## config.mk

```make
export PLATFORM = sky130hd
export DESIGN_NAME = bridge_sync_fifo_flat
export DESIGN_NICKNAME = d
export VERILOG_FILES = /design/src/rtl/bridge_sync_fifo_if.sv /design/src/rtl/bridge_sync_fifo.sv /design/src/flat_wrapper.sv
export SDC_FILE = /design/constraint.sdc
export NUM_CORES = 1
export LEC_CHECK = 0
export ABC_AREA = 1
export CAP_MARGIN = 20
export CORE_MARGIN = 1.5
export CORE_UTILIZATION = 40
export DETAILED_ROUTE_END_ITERATION = 8
export GPL_TIMING_DRIVEN = 0
export PLACE_DENSITY_LB_ADDON = 0.1
export SYNTH_ARGS = -nofsm -noshare
export SYNTH_HDL_FRONTEND = slang
export SYNTH_SLANG_ARGS = --single-unit
```

## constraint.sdc

```tcl
create_clock -name clk -period 3.8 [get_ports clk]
set_input_delay 0.76 -clock clk [delete_from_list [all_inputs] [get_ports clk]]
set_output_delay 0.76 -clock clk [all_outputs]
set_load 0.005 [all_outputs]
```

## src/rtl/bridge_sync_fifo_if.sv

```systemverilog
// ---------------------------------------------------------------------------
// bridge_sync_fifo_if
// Bundles the write side, the read side and the status outputs of
// bridge_sync_fifo. The FIFO connects through the slave modport. The
// producer/consumer logic (or a testbench) connects through the master
// modport.
//
// Handshake rule, used on both sides: a transfer happens on a rising clock
// edge where valid and ready are both 1.
//   - The FIFO drives wready_o and rvalid_o straight from registers.
//   - The FIFO never lowers a ready or a valid in response to the other
//     side's valid or ready.
//
// Signals:
//   flush_i  : synchronous flush request.
//   wvalid_i : write request.
//   wready_o : FIFO can accept a write.
//   wdata_i  : write payload.
//   rvalid_o : head entry valid.
//   rready_i : consumer takes the head entry.
//   rdata_o  : head entry (fall-through).
//   level_o  : occupancy, 0..DEPTH.
//   afull_o  : almost-full flag.
//   aempty_o : almost-empty flag.
// ---------------------------------------------------------------------------
interface bridge_sync_fifo_if #(
    parameter int DATA_WIDTH = 32,
    parameter int DEPTH_LG2  = 4
);
    logic                  flush_i;
    logic                  wvalid_i;
    logic                  wready_o;
    logic [DATA_WIDTH-1:0] wdata_i;
    logic                  rvalid_o;
    logic                  rready_i;
    logic [DATA_WIDTH-1:0] rdata_o;
    logic [DEPTH_LG2:0]    level_o;
    logic                  afull_o;
    logic                  aempty_o;

    modport master (
        output flush_i, wvalid_i, wdata_i, rready_i,
        input  wready_o, rvalid_o, rdata_o, level_o, afull_o, aempty_o
    );

    modport slave (
        input  flush_i, wvalid_i, wdata_i, rready_i,
        output wready_o, rvalid_o, rdata_o, level_o, afull_o, aempty_o
    );
endinterface

```

## src/rtl/bridge_sync_fifo.sv

```systemverilog
// ---------------------------------------------------------------------------
// bridge_sync_fifo
// Single-clock FIFO with first-word-fall-through reads. It buffers the
// AXI2APB bridge request/response paths.
//
// Features:
//   - Registered occupancy count.
//   - Registered almost-full / almost-empty flags for early back-pressure.
//   - Synchronous flush.
//
// Ports:
//   clk   : clock; all state changes on its rising edge.
//   rst_n : asynchronous active-low reset. It also clears the storage.
//   bus   : bridge_sync_fifo_if.slave. It carries the write, read and
//           status signals.
//
// Parameters:
//   DEPTH_LG2  : log2 of entry count (>= 1).
//   DATA_WIDTH : payload width.
//   AFULL_LVL  : afull_o asserts when level >= AFULL_LVL.
//   AEMPTY_LVL : aempty_o asserts when level <= AEMPTY_LVL.
// ---------------------------------------------------------------------------
module bridge_sync_fifo #(
    parameter int DEPTH_LG2  = 4,
    parameter int DATA_WIDTH = 32,
    parameter int AFULL_LVL  = (1 << DEPTH_LG2) - 2,
    parameter int AEMPTY_LVL = 2
) (
    input  logic               clk,
    input  logic               rst_n,
    bridge_sync_fifo_if.slave  bus
);
    localparam int DEPTH = 1 << DEPTH_LG2;
    localparam int PTR_W = DEPTH_LG2 + 1;

    // ------------------------------------------------------------------
    // Parameter legality, checked at elaboration
    // ------------------------------------------------------------------
    if (DEPTH_LG2 < 1) begin : g_bad_depth
        $fatal(1, "bridge_sync_fifo: DEPTH_LG2 must be >= 1");
    end
    if (AEMPTY_LVL < 0) begin : g_bad_aempty
        $fatal(1, "bridge_sync_fifo: AEMPTY_LVL must be >= 0");
    end
    if (AEMPTY_LVL >= AFULL_LVL) begin : g_bad_order
        $fatal(1, "bridge_sync_fifo: AEMPTY_LVL must be < AFULL_LVL");
    end
    if (AFULL_LVL > DEPTH) begin : g_bad_afull
        $fatal(1, "bridge_sync_fifo: AFULL_LVL must be <= DEPTH");
    end

    // Thresholds in level width. The legal range 0..DEPTH fits PTR_W bits.
    localparam logic [PTR_W-1:0] AFULL_TH  = PTR_W'(AFULL_LVL);
    localparam logic [PTR_W-1:0] AEMPTY_TH = PTR_W'(AEMPTY_LVL);

    // ------------------------------------------------------------------
    // State
    // ------------------------------------------------------------------
    logic [DATA_WIDTH-1:0] mem_q [DEPTH];
    logic [PTR_W-1:0]      wrptr_q, wrptr_d;
    logic [PTR_W-1:0]      rdptr_q, rdptr_d;
    logic [PTR_W-1:0]      level_q, level_d;
    logic                  full_q, full_d;
    logic                  empty_q, empty_d;
    logic                  afull_q, afull_d;
    logic                  aempty_q, aempty_d;

    logic push;
    logic pop;
    logic wr_en;

    // Handshakes are qualified only by registered status. An offer into a
    // full FIFO, or a read of an empty one, is simply not a transfer.
    assign push  = bus.wvalid_i & ~full_q;
    assign pop   = bus.rready_i & ~empty_q;

    // A flush discards a same-cycle push, so the storage is not written.
    assign wr_en = push & ~bus.flush_i;

    // ------------------------------------------------------------------
    // Next-state pointers and derived status
    // ------------------------------------------------------------------
    always_comb begin
        wrptr_d = wrptr_q;
        rdptr_d = rdptr_q;

        if (bus.flush_i) begin
            wrptr_d = '0;
            rdptr_d = '0;
        end else begin
            wrptr_d = wrptr_q + PTR_W'(push);
            rdptr_d = rdptr_q + PTR_W'(pop);
        end

        // The pointers are one bit wider than the index, so equal pointers
        // mean empty. Equal index bits with different wrap bits mean full.
        empty_d  = (wrptr_d == rdptr_d);
        full_d   = (wrptr_d[DEPTH_LG2] != rdptr_d[DEPTH_LG2]) &&
                   (wrptr_d[DEPTH_LG2-1:0] == rdptr_d[DEPTH_LG2-1:0]);

        // Modular difference gives the occupancy directly, even across wraps.
        level_d  = wrptr_d - rdptr_d;
        afull_d  = (level_d >= AFULL_TH);
        aempty_d = (level_d <= AEMPTY_TH);
    end

    // ------------------------------------------------------------------
    // Status and pointer registers
    // ------------------------------------------------------------------
    always_ff @(posedge clk or negedge rst_n) begin
        if (!rst_n) begin
            wrptr_q  <= '0;
            rdptr_q  <= '0;
            level_q  <= '0;
            full_q   <= 1'b0;
            empty_q  <= 1'b1;
            afull_q  <= 1'b0;
            aempty_q <= 1'b1;
        end else begin
            wrptr_q  <= wrptr_d;
            rdptr_q  <= rdptr_d;
            level_q  <= level_d;
            full_q   <= full_d;
            empty_q  <= empty_d;
            afull_q  <= afull_d;
            aempty_q <= aempty_d;
        end
    end

    // ------------------------------------------------------------------
    // Storage. Reset clears it so rdata_o is deterministic (0) after reset.
    // ------------------------------------------------------------------
    always_ff @(posedge clk or negedge rst_n) begin
        if (!rst_n) begin
            for (int i = 0; i < DEPTH; i++) begin
                mem_q[i] <= '0;
            end
        end else if (wr_en) begin
            mem_q[wrptr_q[DEPTH_LG2-1:0]] <= bus.wdata_i;
        end
    end

    // ------------------------------------------------------------------
    // Outputs
    // ------------------------------------------------------------------
    assign bus.wready_o = ~full_q;
    assign bus.rvalid_o = ~empty_q;
    assign bus.rdata_o  = mem_q[rdptr_q[DEPTH_LG2-1:0]];
    assign bus.level_o  = level_q;
    assign bus.afull_o  = afull_q;
    assign bus.aempty_o = aempty_q;

`ifndef SYNTHESIS
    // These enables are gated by full/empty above. Either firing means the
    // gating has been broken.
    always @(posedge clk) begin
        if (rst_n) begin
            if (wr_en && full_q) begin
                $error("bridge_sync_fifo: write enable while full");
            end
            if (pop && empty_q) begin
                $error("bridge_sync_fifo: read enable while empty");
            end
        end
    end
`endif

endmodule

```

## src/flat_wrapper.sv

```systemverilog
// flat-port wrapper written by rule: the top's interface ports become plain ports
module bridge_sync_fifo_flat 
#(
    parameter int DEPTH_LG2  = 4,
    parameter int DATA_WIDTH = 32,
    parameter int AFULL_LVL  = (1 << DEPTH_LG2) - 2,
    parameter int AEMPTY_LVL = 2
)
  (clk, rst_n, bus_flush_i, bus_wvalid_i, bus_wdata_i, bus_rready_i, bus_wready_o, bus_rvalid_o, bus_rdata_o, bus_level_o, bus_afull_o, bus_aempty_o);
  bridge_sync_fifo_if #(.DATA_WIDTH(DATA_WIDTH), .DEPTH_LG2(DEPTH_LG2)) bus_i ();
  input  logic clk;
  input  logic rst_n;
  input wire logic [$bits(bus_i.flush_i)-1:0] bus_flush_i;
  input wire logic [$bits(bus_i.wvalid_i)-1:0] bus_wvalid_i;
  input wire logic [$bits(bus_i.wdata_i)-1:0] bus_wdata_i;
  input wire logic [$bits(bus_i.rready_i)-1:0] bus_rready_i;
  output wire logic [$bits(bus_i.wready_o)-1:0] bus_wready_o;
  output wire logic [$bits(bus_i.rvalid_o)-1:0] bus_rvalid_o;
  output wire logic [$bits(bus_i.rdata_o)-1:0] bus_rdata_o;
  output wire logic [$bits(bus_i.level_o)-1:0] bus_level_o;
  output wire logic [$bits(bus_i.afull_o)-1:0] bus_afull_o;
  output wire logic [$bits(bus_i.aempty_o)-1:0] bus_aempty_o;
  assign bus_i.flush_i = bus_flush_i;
  assign bus_i.wvalid_i = bus_wvalid_i;
  assign bus_i.wdata_i = bus_wdata_i;
  assign bus_i.rready_i = bus_rready_i;
  assign bus_wready_o = bus_i.wready_o;
  assign bus_rvalid_o = bus_i.rvalid_o;
  assign bus_rdata_o = bus_i.rdata_o;
  assign bus_level_o = bus_i.level_o;
  assign bus_afull_o = bus_i.afull_o;
  assign bus_aempty_o = bus_i.aempty_o;
  bridge_sync_fifo #(.DEPTH_LG2(DEPTH_LG2), .DATA_WIDTH(DATA_WIDTH), .AFULL_LVL(AFULL_LVL), .AEMPTY_LVL(AEMPTY_LVL)) u_core (.clk(clk), .rst_n(rst_n), .bus(bus_i));
endmodule
```

==> impl_metrics.py, run 1 <==
metrics = {
    "placement": {
        "portBuffers": 77,
        "dpl_cell_area_um2": 25900,
        "gp_congestion": 0.9206,
        "dpl.hpwl_um": 63420,
        "place_inst": 3728,
    },
    "clocking": {
        "cts_tree": "yes",
        "clockBufferDepth": 3,
        "clock_latency_ns": 0.64,
        "cts_num_sinks": 531,
        "root_buffer": "clkbuf_16",
        "path_clk_slew_ns": 0.06,
        "cts_made_buffers": 61,
        "ctsHoldBuffers": 0,
        "htree_levels": 2,
    },
    "sta": {
        "worstMarginPinSlew_ns": 1.248,
        "rsz0062_at_grt": "true",
        "fin_crit_ns": 3.781,
        "hold_viol_final": 0,
        "fin_crit_sh_pct": 99.50,
        "fmax_mhz": 264.5,
        "fin_skew_ns": 0.01958,
        "finalMaxSlewViolations": 0,
        "relSlewSlack_pct": 16.79,
        "hold_slack_ns": 0.1014,
        "final-setup-viol-count": 0,
    },
    "grt": {
        "grt_max_degree": 121,
        "grt_pass1_vias": 20870,
        "grt_pass1_wl_um": 131900,
        "grt_usage_pct": 29.17,
        "grt-ovfl-total": 0,
        "antenna_found_initial": 1,
    },
    "die": {
        "ios": 78,
        "start_util_pct": 40.62,
        "die_w_um": 248.0,
        "core_um2": 59130,
        "die_h_um": 248.0,
        "dieArea_um2": 61520,
        "num_rows": 89,
    },
    "worst_setup_path": {
        "critical_path_class": "reg -> out",
        "startpoint": "u_core.rdptr_q[1]$_DFF_PN0_",
        "r2r_start": "u_core.rdptr_q[0]$_DFF_PN0_",
        "cp.required_ns": 3.04,
        "critPathMaxFanout": 10,
        "crit_top_cell": "o21ai_1",
        "end_kind": "output port",
        "worst-path-buf-inv": 3,
        "start_kind": "flop",
        "slowest_stage": "clkdlybuf4s50_1",
        "crit_chain": "buf_4, clkbuf_2, o21ai_0, o21ai_1, o21ai_1, nand2_2, clkdlybuf4s50_1",
        "cp.arrival_ns": 3.02,
        "slowest_delay_ns": 0.51,
        "cp_top_family": "buffers and inverters",
    },
    "drt": {
        "vias_per_cell": 5.586,
        "drcViolationCount": 4,
        "antenna_left": 0,
        "detail_route.wl_per_cell_um": 23.01,
        "dr.pass1.iters": 9,
        "drt_first_iter_violations": 2245,
        "via_count": 21490,
        "wl_um": 88510,
    },
    "power_and_ir_drop": {
        "total_power_mw": 16.20,
        "p_leak_nw": 12.93,
        "ir_worst_vdd_mv": 0.3679,
        "power.density_nw_per_um2": 566.4,
    },
    "outcome": {
        "status": "finished with violations",
        "violations": "DRC",
    },
    "final_layout": {
        "area_delta_synth_final_pct": 19.12,
        "nFillCells": 5785,
        "final_layout_size_suffix_gt1_share_pct": 10.80,
        "stdcell_area_um2": 28610,
        "n_antenna_cell": 0,
        "regArea_um2": 13290,
        "multi_input_area_um2": 9518,
        "final_cells": 3847,
        "nets": 3069,
    },
    "yosys": {
        "syn-num-nets": 2919,
        "mappedNetlistArea_um2": 24020,
        "synthArstFlopShare_pct": 100.0,
        "yosysUniqueCellTypes": 32,
        "synth_top_flop_cell": "dfrtp_1",
        "yosysTopAreaCellShare_pct": 55.12,
        "avgSynthCellArea_um2": 8.360,
        "yosysMostFrequentCell": "nand2_1",
        "ys_top_cells_by_area": "dfrtp_1 55%, nand2_1 15%, o21ai_0 12%, nor2_1 3.3%, o21ai_1 2.3%",
        "ys_seq_area_share_pct": 55.33,
        "synth_warnings": 0,
        "synthCells": 2873,
        "ys_ff_latch": 531,
        "yosysTopAreaCell": "dfrtp_1",
        "synth_commonest_cells": "936 x nand2_1, 562 x o21ai_0, 529 x dfrtp_1, 209 x nor2_1, 110 x o21ai_1",
        "synth_edf_count": 0,
    },
    "run": {
        "drv_cap": 0,
    },
    "worst_hold_path": {
        "hold_path.class": "in -> async",
    },
}
==> power breakdown <==
group | internal, mW | leakage, nW | switching [mW]
clock network | 3.63 | 1.01 | 2.43
registers | 6.17 | 7.24 | 0.262
logic | 1.35 | 4.68 | 2.35
total | 11.2 | 12.9 | 5.05
==> placed cells by master, fill, tap and decap left out, types with 25 or more instances in the layout <==
cell and n:
buf_2 61, a31oi_1 41, nand3_1 74, o21ai_1 117, nor2_1 209, clkdlybuf4s50_1 67, buf_6 34, clkbuf_2 25
inv_1 55, o211ai_1 49, dfrtp_1 527, nand2_1 922, clkbuf_1 87, o21ai_0 555, clkbuf_16 66
==> timing repair <==
action                                  in CTS  in global routing
setup buffers                                1                  2
resized for setup                          113                 68
pin swaps                                    4                  9
endpoints found under the setup margin      32                 32
gates cloned                                 0                  3
==> logic make-up (layout without fill, tap and decap cells) <==
logic type                 Yosys count  in the layout  share of synthesized area [%]
xor gates and xnor gates             2              2                        0.07295
AOI/OAI and AO/OA                  794            794                          17.40
and+or+nand+nor                   1246           1246                          20.57
buffers and inverters              291            492                          6.121
adders and majority gates            9              9                         0.5001
DFF                                531            531                          55.33
==> sequential cells by signal, summed over array words and instances (netlist names) <==
signal / flops
u_core.rdptr_q: 5
u_core.mem_q: 512
u_core.bus.aempty_o: 1
u_core.bus.afull_o: 1
u_core.full_q: 1
u_core.empty_q: 1
u_core.wrptr_q: 5
u_core.bus.level_o: 5
==> final timing paths <==
path	depth (start not counted)	to	slack [ns]
max	7	bus_rdata_o[22]	0.02
min	1	u_core.mem_q[359]$_DFFE_PN0P_	0.10
max reg2reg	15	u_core.bus.aempty_o$_DFF_PN1_	1.15
min reg2reg	2	u_core.mem_q[183]$_DFFE_PN0P_	0.48
max in group asynchronous	5	u_core.mem_q[411]$_DFFE_PN0P_	1.55
min in group clk	2	u_core.mem_q[183]$_DFFE_PN0P_	0.48
==> final cells by class <==
| type | count | share of cell area [%] |
|---|---|---|
| plain buffers | 226 | 5.156 |
| flip-flops and latches | 531 | 46.46 |
| inverters | 64 | 0.8746 |
| repair buffers | 88 | 3.656 |
| well taps | 773 | 3.380 |
| clock inverters | 14 | 0.6166 |
| clock buffers | 100 | 6.590 |
| multi-input cells | 2051 | 33.27 |
==> worst reg2reg max path, cell delays in order, from the launching register on <==
cell     delay [ns]
dfrtp_2        0.41
buf_12         0.15
buf_4          0.17
ha_1           0.22
ha_1           0.23
nand2_1        0.08
inv_1          0.04
nor3_1         0.20
inv_1          0.08
ha_1           0.38
nand2_1        0.07
o21ai_0        0.21
inv_1          0.07
nand3_1        0.11
nand2_1        0.09
nor2_1         0.09
==> through the flow <==
| stage | setup WS, ns | setup TNS [ns] | util [%] |
|---|---|---|---|
| 2_1_floorplan | 1.328 | 0 | - |
| 3_3_place_gp | -21.78 | - | 43.56 |
| 3_5_place_dp | -0.09174 | -0.2124 | 43.80 |
| 4_1_cts | -0.08321 | -0.3643 | 47.95 |
| 5_1_grt | -0.04683 | -0.05197 | 48.39 |
| 6_report | 0.01911 | 0 | 48.39 |
==> per-layer routing <==
metal,GRT usage [%],wire (um)
met1,39.62,37420
met2,45.94,40450
met3,4.277,6255
met4,13.81,4394
met5,0,0
(Power assumes the default switching activity.)
==> run 2: changes to the inputs <==
SKIP_CTS_REPAIR_TIMING = 1   (was default)
==> run 2 against run 1 <==
Compared with the run above:
- the run ends with DRC, setup timing left
- hold slack worse by 0.0039 ns
- cell count is essentially flat
- first-iteration DRC count grew 0.45%
- sequential share of layout area is 0.14 points lower
- fmax down 1.5%
- total power grew 0.23%
- clock skew increased by 0.00084 ns
- global-route usage down 0.16 points
- register-to-register slack improved by 0.13 ns
- critical path type unchanged
==> impl_metrics.py, run 2 (same netlist as run 1, synthesis figures left out) <==
metrics = {
    "outcome": {
        "status": "finished with violations",
        "violations": "DRC, setup timing",
    },
    "sta": {
        "worstMarginPinSlew_ns": 1.259,
        "hold_viol_final": 0,
        "relSlewSlack_pct": 16.03,
        "fmax_mhz": 260.6,
        "finalMaxSlewViolations": 0,
        "final-setup-viol-count": 3,
        "fin_crit_ns": 3.838,
        "fin_skew_ns": 0.02042,
        "fin_crit_sh_pct": 101.0,
        "layout_setup_ws_ns": -0.03756,
        "finalSetupTns_ns": -0.07097,
        "rsz0062_at_grt": "true",
    },
    "final_layout": {
        "stdcell_area_um2": 28700,
        "largest_reg_flops": 512,
        "final_common_cell": "nand2_1",
        "final_cell_mix": "922 x nand2_1, 554 x o21ai_0, 527 x dfrtp_1, 209 x nor2_1, 118 x o21ai_1",
        "final_layout_size_suffix_gt1_share_pct": 10.89,
        "n_antenna_cell": 0,
        "top_register": "u_core.mem_q",
        "area_delta_synth_final_pct": 19.47,
        "nets": 3070,
        "fin_util_pct": 48.53,
    },
    "power_and_ir_drop": {
        "ir_worst_vdd_mv": 0.3686,
        "power.density_nw_per_um2": 566.0,
        "power_frac_seq_pct": 39.7,
        "p_sw_share_pct": 31.09,
        "total_power_mw": 16.24,
        "internal_power_mw": 11.19,
        "power.switching_mw": 5.050,
        "p_clk_share_pct": 37.4,
        "p_leak_nw": 12.94,
        "pwr-share-comb_pct": 22.9,
    },
    "worst_setup_path": {
        "critical_path_class": "reg -> out",
        "cp.arrival_ns": 3.08,
        "cp.required_ns": 3.04,
        "start_kind": "flop",
        "critPathMaxFanout": 10,
        "end_kind": "output port",
    },
    "clocking": {
        "cts_num_sinks": 531,
        "clock_latency_ns": 0.64,
        "cts_tree": "yes",
        "path_clk_slew_ns": 0.06,
        "cts_made_buffers": 61,
        "clockBufferDepth": 3,
        "htree_levels": 2,
        "root_buffer": "clkbuf_16",
    },
    "grt": {
        "grt_usage_pct": 29.01,
        "top_usage_layer": "met2",
        "antenna_found_initial": 1,
        "grt-ovfl-total": 0,
        "grt_use_met2_pct": 45.62,
        "grt_use_met3_pct": 4.396,
        "grt_max_degree": 121,
        "grt_pass1_wl_um": 131300,
        "grt_pass1_vias": 20810,
        "grt_use_met1_pct": 39.33,
    },
    "die": {
        "die_h_um": 248.0,
        "die_w_um": 248.0,
        "start_util_pct": 40.62,
        "ios": 78,
        "num_rows": 89,
        "core_um2": 59130,
        "dieArea_um2": 61520,
    },
    "drt": {
        "via_count": 21430,
        "dr.pass1.iters": 9,
        "antenna_left": 0,
        "drt_first_iter_violations": 2255,
        "wl_um": 88160,
        "detail_route.wl_per_cell_um": 22.91,
        "drcViolationCount": 5,
        "vias_per_cell": 5.570,
    },
    "placement": {
        "dpl_cell_area_um2": 25900,
        "gp_congestion": 0.9206,
        "portBuffers": 77,
        "dpl.hpwl_um": 63420,
    },
    "run": {
        "drv_cap": 0,
    },
    "worst_hold_path": {
        "hold_path.class": "in -> async",
    },
}
[run 2: cell types whose count changed in the layout (fill, tap and decap cells not counted), sizes merged]
cell	before	now
buf	136	137
clkdlybuf4s50	67	68
dlymetal6s2s	9	8
[run 2: power by group through the flow]
stage | Clock, mW | Sequential [mW] | Combinational [mW]
floorplan | 0 | 6.46 | 1.71
global placement | 0 | 6.54 | 3.33
global route | 6.38 | 6.51 | 4.03
finish | 6.07 | 6.45 | 3.72
CTS | 6.15 | 6.44 | 3.40
detailed placement | 0 | 6.54 | 3.39
[run 2: cell type report]
type,instances,area (um^2)
Fill cell,5777,30440
Multi-Input combinational cell,2051,9555
Clock buffer,100,1886
Timing Repair Buffer,89,1033
Buffer,226,1536
Tap cell,773,967.2
Inverter,64,247.7
Sequential cell,531,13290
Clock inverter,14,176.4
[run 2: critical path, cell delays in order, from the launching register on]
cell and delay (ns):
dfrtp_2 0.57, clkbuf_1 0.48, o21ai_0 0.17, o211ai_1 0.46, nand2_1 0.13, nand2_2 0.12
clkdlybuf4s50_1 0.51
[run 2: worst paths after layout]
check	startpoint	end	slack (ns)	cells past startpoint
min reg2reg	u_core.mem_q[246]$_DFFE_PN0P_	u_core.mem_q[246]$_DFFE_PN0P_	0.48	2
min in group clk	u_core.mem_q[246]$_DFFE_PN0P_	u_core.mem_q[246]$_DFFE_PN0P_	0.48	2
min	rst_n	u_core.mem_q[359]$_DFFE_PN0P_	0.1	1
max	u_core.rdptr_q[0]$_DFF_PN0_	bus_rdata_o[22]	-0.04	6
max reg2reg	u_core.rdptr_q[0]$_DFF_PN0_	u_core.bus.aempty_o$_DFF_PN1_	1.28	13
max in group asynchronous	rst_n	u_core.mem_q[409]$_DFFE_PN0P_	1.55	5
[run 2: metrics by stage]
| stage | cells | worst slack, ns | hold slack [ns] |
|---|---|---|---|
| 4_1_cts | 3842 | -0.7824 | 0.1266 |
| 3_5_place_dp | 3728 | -0.09174 | 0.4675 |
| 3_3_place_gp | 3723 | -21.78 | 0.4607 |
| 5_1_grt | 3848 | -0.07969 | 0.1543 |
| 6_report | 3848 | -0.03756 | 0.09750 |
| 2_1_floorplan | 2873 | 1.328 | 0.4478 |
[run 2: metal layers]
layer,up-vias,share of wire [%]
met3,201,7.6
met4,0,4.8
met2,856,46
li1,9780,-
met1,10600,42
met5,-,0
